==> src/rtl/sme_multi.sv <==
// sme_multi: parametrised string-match engine with '.', '^', '$' and a find-all mode.
// Stores one string, then searches each following pattern against it, one candidate per cycle.
module sme_multi #(
  parameter int CW = 8,
  parameter int STR_MAX = 32,
  parameter int PAT_MAX = 8,
  parameter int IDXW = $clog2(STR_MAX)
) (
  input  logic            clk,
  input  logic            reset,
  input  logic [CW-1:0]   chardata,
  input  logic            isstring,
  input  logic            ispattern,
  input  logic            mode_all,
  output logic            busy,
  output logic            valid,
  output logic            match,
  output logic [IDXW-1:0] match_index,
  output logic            last
);
  localparam int LW = $clog2(STR_MAX + 1);
  localparam int PW = $clog2(PAT_MAX + 1);
  localparam int KW = $clog2(STR_MAX + PAT_MAX + 4) + 1;
  localparam int SW = (STR_MAX > 1) ? $clog2(STR_MAX) : 1;
  localparam int QW = (PAT_MAX > 1) ? $clog2(PAT_MAX) : 1;
  localparam logic [2:0] IDLE = 3'd0, LOAD_STR = 3'd1, LOAD_PAT = 3'd2, SEARCH = 3'd3, DRAIN = 3'd4;
  localparam logic [CW-1:0] SP = CW'(8'h20), CARET = CW'(8'h5E), DOL = CW'(8'h24), DOT = CW'(8'h2E);
  logic [2:0] st;
  logic [CW-1:0] sbuf [STR_MAX];
  logic [CW-1:0] pbuf [PAT_MAX];
  logic [LW-1:0] slen;
  logic [PW-1:0] plen;
  logic mode;
  logic signed [KW-1:0] k, kmin, kmax;
  logic anc_s, anc_e, hit, ok;
  logic [CW-1:0] c, x;
  logic str_first, str_app, pat_first, pat_app;
  assign busy = (st == SEARCH) | (st == DRAIN) | valid;
  assign str_first = !busy & (st == IDLE) & isstring & !ispattern;
  assign str_app = (st == LOAD_STR) & isstring & !ispattern & (slen < LW'(STR_MAX));
  assign pat_first = !busy & ((st == IDLE) | (st == LOAD_STR)) & ispattern;
  assign pat_app = (st == LOAD_PAT) & ispattern & (plen < PW'(PAT_MAX));
  assign anc_s = pbuf[0] == CARET;
  assign anc_e = pbuf[QW'(plen - PW'(1))] == DOL;
  assign kmin = anc_s ? '0 : KW'(1);
  assign kmax = $signed(KW'(slen) + (anc_e ? KW'(2) : KW'(1)) - KW'(plen));
  // Virtual buffer: the string framed by a space on each side.
  function automatic logic [CW-1:0] vchar(input logic signed [KW-1:0] i);
    vchar = (i == '0) ? SP : (i <= KW'(slen)) ? sbuf[SW'(i - KW'(1))] : SP;
  endfunction
  always_comb begin
    hit = 1'b1;
    c = '0;
    x = '0;
    ok = 1'b0;
    for (int j = 0; j < PAT_MAX; j++) begin
      c = pbuf[QW'(j)];
      x = vchar(k + KW'(j));
      ok = (j == 0 && c == CARET) ? (x == SP) :
           (PW'(j) == plen - PW'(1) && c == DOL) ? (x == SP) : (c == DOT) | (c == x);
      if (PW'(j) < plen && !ok) hit = 1'b0;
    end
  end
  always_ff @(posedge clk) begin
    if (str_first) sbuf[0] <= chardata;
    else if (str_app) sbuf[SW'(slen)] <= chardata;
    if (pat_first) pbuf[0] <= chardata;
    else if (pat_app) pbuf[QW'(plen)] <= chardata;
  end
  always_ff @(posedge clk or negedge reset) begin
    if (!reset) begin
      st <= IDLE;
      slen <= '0;
      plen <= '0;
      mode <= 1'b0;
      k <= '0;
      valid <= 1'b0;
      match <= 1'b0;
      last <= 1'b0;
      match_index <= '0;
    end else begin
      valid <= 1'b0;
      match <= 1'b0;
      last <= 1'b0;
      match_index <= '0;
      case (st)
        IDLE, LOAD_STR: begin
          if (pat_first) begin
            st <= LOAD_PAT;
            plen <= PW'(1);
            mode <= mode_all;
          end else if (str_first) begin
            st <= LOAD_STR;
            slen <= LW'(1);
          end else if (str_app) slen <= slen + LW'(1);
        end
        LOAD_PAT: begin
          if (!ispattern) begin
            st <= SEARCH;
            k <= kmin;
          end else if (pat_app) plen <= plen + PW'(1);
        end
        SEARCH: begin
          if (k > kmax) begin
            valid <= 1'b1;
            last <= 1'b1;
            st <= IDLE;
          end else begin
            if (hit) begin
              valid <= 1'b1;
              match <= 1'b1;
              last <= !mode;
              match_index <= IDXW'(anc_s ? k : k - KW'(1));
            end
            if (hit && !mode) st <= IDLE;
            else if (k == kmax) begin
              if (mode) st <= DRAIN;
              else begin
                valid <= 1'b1;
                last <= 1'b1;
                st <= IDLE;
              end
            end else k <= k + KW'(1);
          end
        end
        DRAIN: begin
          valid <= 1'b1;
          last <= 1'b1;
          st <= IDLE;
        end
        default: st <= IDLE;
      endcase
    end
  end
endmodule
==> config.mk <==
export PLATFORM = sky130hd
export DESIGN_NAME = sme_multi
export DESIGN_NICKNAME = d
export VERILOG_FILES = /design/src/rtl/sme_multi.sv
export SDC_FILE = /design/constraint.sdc
export NUM_CORES = 1
export LEC_CHECK = 0
export BUFFER_PORTS_ARGS = -buffer_cell sky130_fd_sc_hd__clkbuf_2
export CAP_MARGIN = 20
export CORE_AREA = 2 2 229 231
export DETAILED_ROUTE_END_ITERATION = 10
export DIE_AREA = 0 0 231 233
export PLACE_DENSITY = 0.8
export SLEW_MARGIN = 10
export SYNTH_ARGS = -nofsm -noshare
export SYNTH_HDL_FRONTEND = slang
export SYNTH_SLANG_ARGS = --single-unit
export TNS_END_PERCENT = 20
==> constraint.sdc <==
create_clock -name clk -period 8.78 [get_ports clk]
set_input_delay 0.878 -clock clk [delete_from_list [all_inputs] [get_ports clk]]
set_output_delay 0.878 -clock clk [all_outputs]
set_load 0.01 [all_outputs]
# Yosys cells after proc, flatten, opt, wreduce, memory -nomap -nowiden
# Memory sizes are Yosys's and may differ from the RTL's.
# Cells that the tools add are included.
[classes] add_sub_neg=20 magnitude_cmp=19 n_eq_ne=56 mux=88 bitwise_logic=22 reduce_logical=49
[ops] operator="$eq 8x6->1 const B" count=25
[ops] operator="$mux 8" count=18
[ops] operator="$eq 8x8->1" count=8
[ops] operator="$le 7x6->1" count=8
[ops] operator="$logic_not 7->1" count=8
[ops] operator="$mux 1" count=42
[ops] operator="$sub 5x2->5 const B" count=8
[ops] operator="$add 7x4->7 const B" count=4
[ops] operator="$mux 7" count=4
[ops] operator="$mux 5" count=5
[ops] operator="$mux 3" count=8
[ops] operator="$logic_and 1x1->1" count=17
[ops] operator="$eq 3x4->1 const A" count=4
[ops] operator="$eq 8x7->1 const B" count=2
[ops] operator="$lt 3x4->1 const A" count=4
[ops] operator="$reduce_or 8->1" count=2
[ops] operator="$add 7x3->7 const B" count=2
[ops] operator="$ne 2x2->1 const B" count=7
[ops] operator="$pmux 7 s2" count=1
[ops] operator="$mux 4" count=3
[ops] operator="$mux 6" count=2
[ops] operator="$logic_not 1->1" count=11
[ops] operator="$or 1x1->1" count=11
[ops] operator="$and 1x1->1" count=10
[ops] operator="other kinds (32)" count=40
[word_totals] reg_bits=29 ram_bits=320 output_inout_bits=9 wordCells=265 mem_count=2
[memory_table] memory="sbuf" words=32 width=8 read_ports=8 rd_ports_with_merged_regs=0 write_ports=1 line_no="29" text="logic [CW-1:0] sbuf [STR_MAX];"
[memory_table] memory="pbuf" words=8 width=8 read_ports=9 rd_ports_with_merged_regs=0 write_ports=1 line_no="30" text="logic [CW-1:0] pbuf [PAT_MAX];"

# Longest topological paths before layout
# Gate-level depths: netlist (run 1).
# An unclocked memory read counts as a cell.
[logic_depth] depth_word=24 depth_mapped=29 ltp_nobuf=29

# Worst setup path before layout (run 1)
# Ideal clock, no wire load.
[synth_path] path_kind="reg-to-reg" startpoint="register k[2]" endpoint="register k[4]" arrival_ns=6.087 slack_ns=2.568 path_stages_with_launch=25 n_path_buf=5 synth_period_minus_slack_ns=6.212 path_cell_list="dfrtp_1 buf_4 inv_2 clkbuf_1 buf_1 ha_1 a21boi_2 xnor2_2 buf_2 buf_2 inv_1 ha_1 a211o_1 o211ai_1 a32oi_1 a2111oi_0 mux2i_1 o2111a_1 a31oi_1 and4b_1 o211ai_1 and4b_1 a31oi_4 nor2_8 mux2_4"
[synth_via] elab_chain_len=21 word_cells_on_any_way=116 cone_classes="add/sub: 15; order compare: 9; eq/ne: 20; mux: 37; bitwise: 8; reduce/logical: 26; memory: 1"
[synth_lines] item="start, declared" line_no="34" text="logic signed [KW-1:0] k, kmin, kmax;"
[synth_lines] item="start signal, assigned" line_no="100" text="k <= kmin;"
[synth_lines] item="start signal, assigned" line_no="123" text="end else k <= k + KW'(1);"
[synth_lines] item="parallel branches: the longest is 21 deep, another holds $mem_v2 32x8"
# Several ways; the timed one is not identified. The select of a mux whose other input is x is not followed.
# A chain may end at the register's enable or synchronous reset.

# Worst setup path in the final report (run 1)
[layout_path] startpoint="register k[1]" endpoint="register k[4]"
# Same word-level chain as after synthesis.

==> results of run 1 <==
==> worst reg2reg max path, delay by kind of cell (launching register included) <==
| family | cells | cell delay (ps) |
|---|---|---|
| adders and majority gates | 1 | 930 |
| buffers and inverters | 3 | 1760 |
| AOI/OAI and AO/OA | 5 | 2080 |
| and+or+nand+nor | 3 | 730 |
| xor gates and xnor gates | 1 | 210 |
| muxes | 3 | 790 |
| DFF | 1 | 790 |
==> Yosys cell counts (8+ instances only) <==
master / number / share of area, %
mux4_2: 170 / 14
edfxtp_1: 320 / 34
xor2_1: 20 / 0.63
mux2_1: 11 / 0.44
xnor2_1: 69 / 2.2
a21o_1: 10 / 0.27
o21ai_1: 8 / 0.14
a21oi_1: 79 / 1.4
a2111oi_0: 11 / 0.34
nand2b_1: 20 / 0.45
buf_2: 59 / 1.1
a221oi_1: 9 / 0.28
ha_1: 83 / 3.7
nor3_1: 57 / 1.0
o21ai_0: 83 / 1.5
nor2b_1: 29 / 0.65
a211oi_1: 45 / 1.2
nand4b_1: 10 / 0.31
a31oi_1: 18 / 0.40
nor3b_1: 12 / 0.32
mux2i_1: 273 / 9.8
a32oi_1: 11 / 0.34
inv_1: 63 / 0.84
nand3b_1: 8 / 0.21
buf_4: 36 / 0.97
nor2_1: 155 / 2.1
o211ai_1: 16 / 0.43
mux2_2: 116 / 4.7
buf_6: 10 / 0.40
or3_1: 11 / 0.25
and2_1: 17 / 0.38
o21a_1: 11 / 0.30
and3_1: 23 / 0.51
nor4b_1: 8 / 0.25
a22oi_1: 12 / 0.32
nand2_1: 211 / 2.8
clkbuf_1: 36 / 0.48
o22ai_1: 22 / 0.49
nor4_1: 18 / 0.40
dfrtp_1: 29 / 2.6
nand4_1: 31 / 0.69
a211o_1: 9 / 0.28
nand3_1: 45 / 0.80
==> logic make-up after synthesis <==
logic type,share of synthesized area (%)
flops,36.9
compound gates,10.9
simple gates,12.3
fa+ha+maj,3.85
xor+xnor,3.44
mux,28.6
buf+inv,3.94
==> stage by stage <==
stage	utilization [%]	instances	hold slack, ps
4_1_cts	59.1	3152	354
2_1_floorplan	-	2450	481
3_5_place_dp	56.4	3081	540
6_report	59.1	3155	353
5_1_grt	59.1	3155	414
3_3_place_gp	56.4	3079	530
==> cell usage in the layout, fill, tap and decap left out, types with 20 or more instances in the layout <==
cell / instances
clkbuf_16: 40
and3_1: 23
nor2_1: 153
dfrtp_1: 27
inv_1: 63
xor2_1: 20
clkbuf_2: 22
nand2_1: 211
mux2_2: 116
ha_1: 82
edfxtp_1: 320
mux2i_1: 273
nand4_1: 31
nand3_1: 45
o21ai_0: 83
nor3_1: 53
buf_4: 74
xnor2_1: 67
a211oi_1: 44
nand2b_1: 20
o22ai_1: 22
a21oi_1: 79
mux4_2: 170
nor2b_1: 29
==> state kept, by name, summed over array words and instances, names as in the netlist <==
| register | count |
|---|---|
| pbuf | 64 |
| k | 7 |
| match | 1 |
| last | 1 |
| slen | 6 |
| mode | 1 |
| valid | 1 |
| st | 3 |
| sbuf | 256 |
| plen | 4 |
| match_index | 5 |
==> cell type report <==
cell class                 instances  area share (%)
clock buffer                      44            3.36
timing repair buffer             102            2.49
inverter                          70           0.886
multi-input combinational       1883            55.1
sequential                       349            34.2
clock inverter                    27            1.12
tap                              680            2.82
==> worst max path at each step <==
stage               start  endpoint
detailed placement   k[1]      k[4]
global route         k[1]      k[4]
finish               k[1]      k[4]
CTS                  k[1]      k[4]
floorplan            k[2]      k[4]
global placement     k[1]      k[4]
==> routing by layer <==
layer | wire, um | vias to the layer above | share of wire (%)
li1 | - | 9609 | -
met1 | 43000 | 11600 | 37
met2 | 48600 | 1682 | 42
met3 | 13800 | 383 | 12
met4 | 10200 | 2 | 8.8
met5 | 18 | - | 0.016
==> flow_summary.toml, run 1 <==
[die]
ioPinCount = 22
dieHeight_um = 233
core_um2 = 51100
dieArea_um2 = 53800
row_count = 83
start_util_pct = 54.8
die_w_um = 231

[yosys]
syn_nets = 2548
ys_async_sr_fraction_pct = 8.31
synth_flop_cell = "edfxtp_1"
synth_seq_cells = 349
syn_area_um2 = 28000
ys_seq_area_share_pct = 36.9
synth_edf_count = 320
avgSynthCellArea_um2 = 11.4
ys_types = 108
yosysWarnings = 0
synth_cells = 2450

[global_routing]
busiest_layer = "met2"
grt_pass1_vias = 21800
grtUsageMet2_pct = 62.8
grt_pass1_wl_um = 162000
met1_usage_pct = 55.5
grt_overflow = 0
gr-usage-met3_pct = 11.8
antenna_found_initial = 4
grt_max_degree = 150
gr-usage-all-layers_pct = 43.1

[clock_tree]
cts_buffers = 40
clockBufferDepth = 3
cts_tree = "yes"
ctsHoldBuffers = 0
h-tree-depth = 2
cts.root.buffer_cell = "clkbuf_16"
clkTransAtPathRegs_ps = 60
clock-sinks = 349
ctsResizeCount = 0
clk_latency_ps = 600
postCtsSetupBuffers = 0

[critical_path]
critPathKind = "reg -> reg"
cp_max_fo = 57
cp_num_buf_inv = 3
crit_path_start_kind = "flip-flop"
path_delay_family = "compound AO/OA/AOI/OAI gates"
crit_cells = 16
worstPathArrival_ps = 7860
r2r_slack_ps = 1390
critPathMaxStageDelay_ps = 920
r2r-end = "k[4]"
worstRegToRegCells = 16
setup.worst_path.end_class = "flip-flop"
worstPathRequired_ps = 9240
crit_slowest_cell = "ha_4"
r2r_start = "k[1]"
crit_path_cell_trace = "inv_1 > ha_4 > buf_4 > buf_4 > mux2i_1 > mux2i_1 > a2111oi_0 > a2111oi_1 > xnor2_1 > nand4_1 > o31ai_1 > o211ai_1 > and4b_1 > a31oi_4 > nor2_8 > mux2_4"

[sta]
worst_pin_slew_ps = 1240
finalHoldViolations = 0
finalClockSkew_ps = 19.5
period_share_pct = 84.2
rsz0062_at_grt = "false"
finalMaxSlewViolations = 0
period_needed_ps = 7390
tns_ps = 0
maxSlewHeadroom_pct = 17.4
fmax_mhz = 135
setup_violations = 0
fin_ws_ps = 1390

[detailed_routing]
firstDrtPassIters = 7
detail-route-antenna-nets = 0
wirelength_um = 116000
drt_iter0_markers = 3566
via_count = 23200
post_drt_wl_per_cell_um = 36.6
drc = 0
post_drt_via_cell_ratio = 7.36

[placement]
placed_area_um2 = 28800
port_buffers = 21
dp_slack_ps = 1690
gp_congestion = 1.08
dp_hpwl_um = 87300

[final_layout]
fin_area_um2 = 30200
drive_above_1_share_pct = 20.4
nFillCells = 4056
multi_input_area_um2 = 16600
layout-area-overhead-vs-synth_pct = 7.92
fin_nets = 2544
seq_area_um2 = 10300
diodes = 0

[worst_hold_path]
hp-class = "in -> async"

[outcome]
run_status = "completed"

[job]
drv_cap = 0
Power of run 1 is left out: the tool's default activity adds up to more than one toggle a clock period on the data nets, which glitch-free logic cannot reach.
==> run 2: changes to the inputs <==
PLACE_DENSITY = 0.83   (was 0.8)
clock period = 6.4 ns   (was 8.78 ns; I/O delays follow)
==> flow_summary.toml, run 2 (synthesis results as in run 1) <==
[clock_tree]
clockBufferDepth = 3
postCtsSetupBuffers = 0
clock-sinks = 349
clkTransAtPathRegs_ps = 60
clk_latency_ps = 610
cts.root.buffer_cell = "clkbuf_16"
h-tree-depth = 2
cts_buffers = 40
cts_tree = "yes"

[critical_path]
r2r_slack_ps = 390
setup.worst_path.start = "k[1]"
worstPathArrival_ps = 6510
critPathKind = "reg -> reg"
cp_max_fo = 15
worstRegToRegCells = 20
crit_path_start_kind = "flip-flop"
r2r_start = "k[1]"
setup.worst_path.end_class = "flip-flop"
worstPathRequired_ps = 6900
r2r-end = "k[3]"
crit_end = "k[3]"

[sta]
rsz0062_at_grt = "false"
fmax_mhz = 166
finalHoldViolations = 0
finalClockSkew_ps = 28.9
maxSlewHeadroom_pct = 18.7
fin_ws_ps = 393
setup_violations = 0
worst_pin_slew_ps = 1220
period_share_pct = 93.9
finalMaxSlewViolations = 0
tns_ps = 0
period_needed_ps = 6010

[detailed_routing]
detail-route-antenna-nets = 0
post_drt_wl_per_cell_um = 35.2
drt_iter0_markers = 3689
post_drt_via_cell_ratio = 7.35
drc = 0
firstDrtPassIters = 8
via_count = 23500
wirelength_um = 113000

[worst_hold_path]
hp-class = "in -> async"

[global_routing]
grt_max_degree = 138
gr-usage-all-layers_pct = 41.7
grt_pass1_vias = 22100
grt_overflow = 0
grt_pass1_wl_um = 158000
antenna_found_initial = 1

[final_layout]
layout-area-overhead-vs-synth_pct = 9.17
fin_nets = 2587
final_common_cell = "edfxtp_1"
nFillCells = 4125
fin_util_pct = 59.8
final_cell_mix = "320 x edfxtp_1, 273 x mux2i_1, 211 x nand2_1"
top_register = "sbuf"
reg.largest.list = "sbuf: 256 flops, pbuf: 64 flops, k: 7 flops"
drive_above_1_share_pct = 21.7
largest_reg_flops = 256

[placement]
dp_slack_ps = 488
gp_congestion = 1.14
dp_hpwl_um = 85900
port_buffers = 21

[die]
start_util_pct = 54.8
dieArea_um2 = 53800
die_w_um = 231
row_count = 83
core_um2 = 51100
dieHeight_um = 233
ioPinCount = 22

[outcome]
run_status = "completed"

[job]
drv_cap = 0
## run 2: changes by cell type in the layout (fill, tap and decap cells not counted), moves of 2 or more
| cell | previous run | this run |
|---|---|---|
| buf_4 | 74 | 112 |
| buf_12 | 3 | 7 |
| diode_2 | 0 | 4 |
| clkinv_2 | 5 | 8 |
| bufinv_16 | 6 | 4 |
## run 2: critical path: stages, from the launching register on
cell and delay, ps:
dfrtp_1 350, buf_4 250, ha_1 440, nand3_1 150, xnor2_1 290, inv_1 90, ha_1 300, and3_1 220
a221oi_1 260, o2bb2ai_1 380, nand2_1 520, a2111oi_2 570, xnor2_1 180, nand3_1 120, o31ai_1 520, o211ai_1 180
and4b_1 400, a31oi_4 160, nor2_8 140, buf_4 160, mux2i_1 210
## run 2: worst min path at each step
stage	start	endpoint	slack, ps	depth (start not counted)
final	reset	k[5]	120	1
after global placement	st[2]	st[0]	550	1
after floorplan	reset	k[0]	340	0
after global routing	reset	k[5]	160	1
after detailed placement	st[2]	st[1]	560	1
after CTS	reset	k[1]	130	1
## run 2: what timing repair did
action,4_1_cts,5_1_grt
gates resized for setup,0,1
endpoints found under the setup margin,0,3
hold buffers,0,0
## run 2: area by class of cell
class	instances	area (um^2)	area share [%]
sequential	349	10300	33.8
clock buffer	46	1030	3.38
timing repair buffer	145	1130	3.70
inverter	70	268	0.876
clock inverter	27	299	0.979
antenna	4	10.0	0.0328
multi-input combinational	1883	16600	54.4
tap	680	851	2.78
## run 2: metal layers
layer / vias up / GRT usage [%] / share of wire, %
met3: 422 / 12.9 / 14
met4: 0 / 28.1 / 8.1
met2: 1815 / 62.7 / 43
met1: 11600 / 51.8 / 35
li1: 9709 / - / -
met5: - / 0 / 0
## run 2: through the flow
step / instance area [um^2] / instances / hold slack, ps
detailed placement: 29200 / 3120 / 556
global placement: 29100 / 3110 / 555
finish: 30600 / 3204 / 117
floorplan: 28000 / 2450 / 344
CTS: 30500 / 3193 / 129
global route: 30500 / 3200 / 165
Power of run 2 is left out for the same reason.
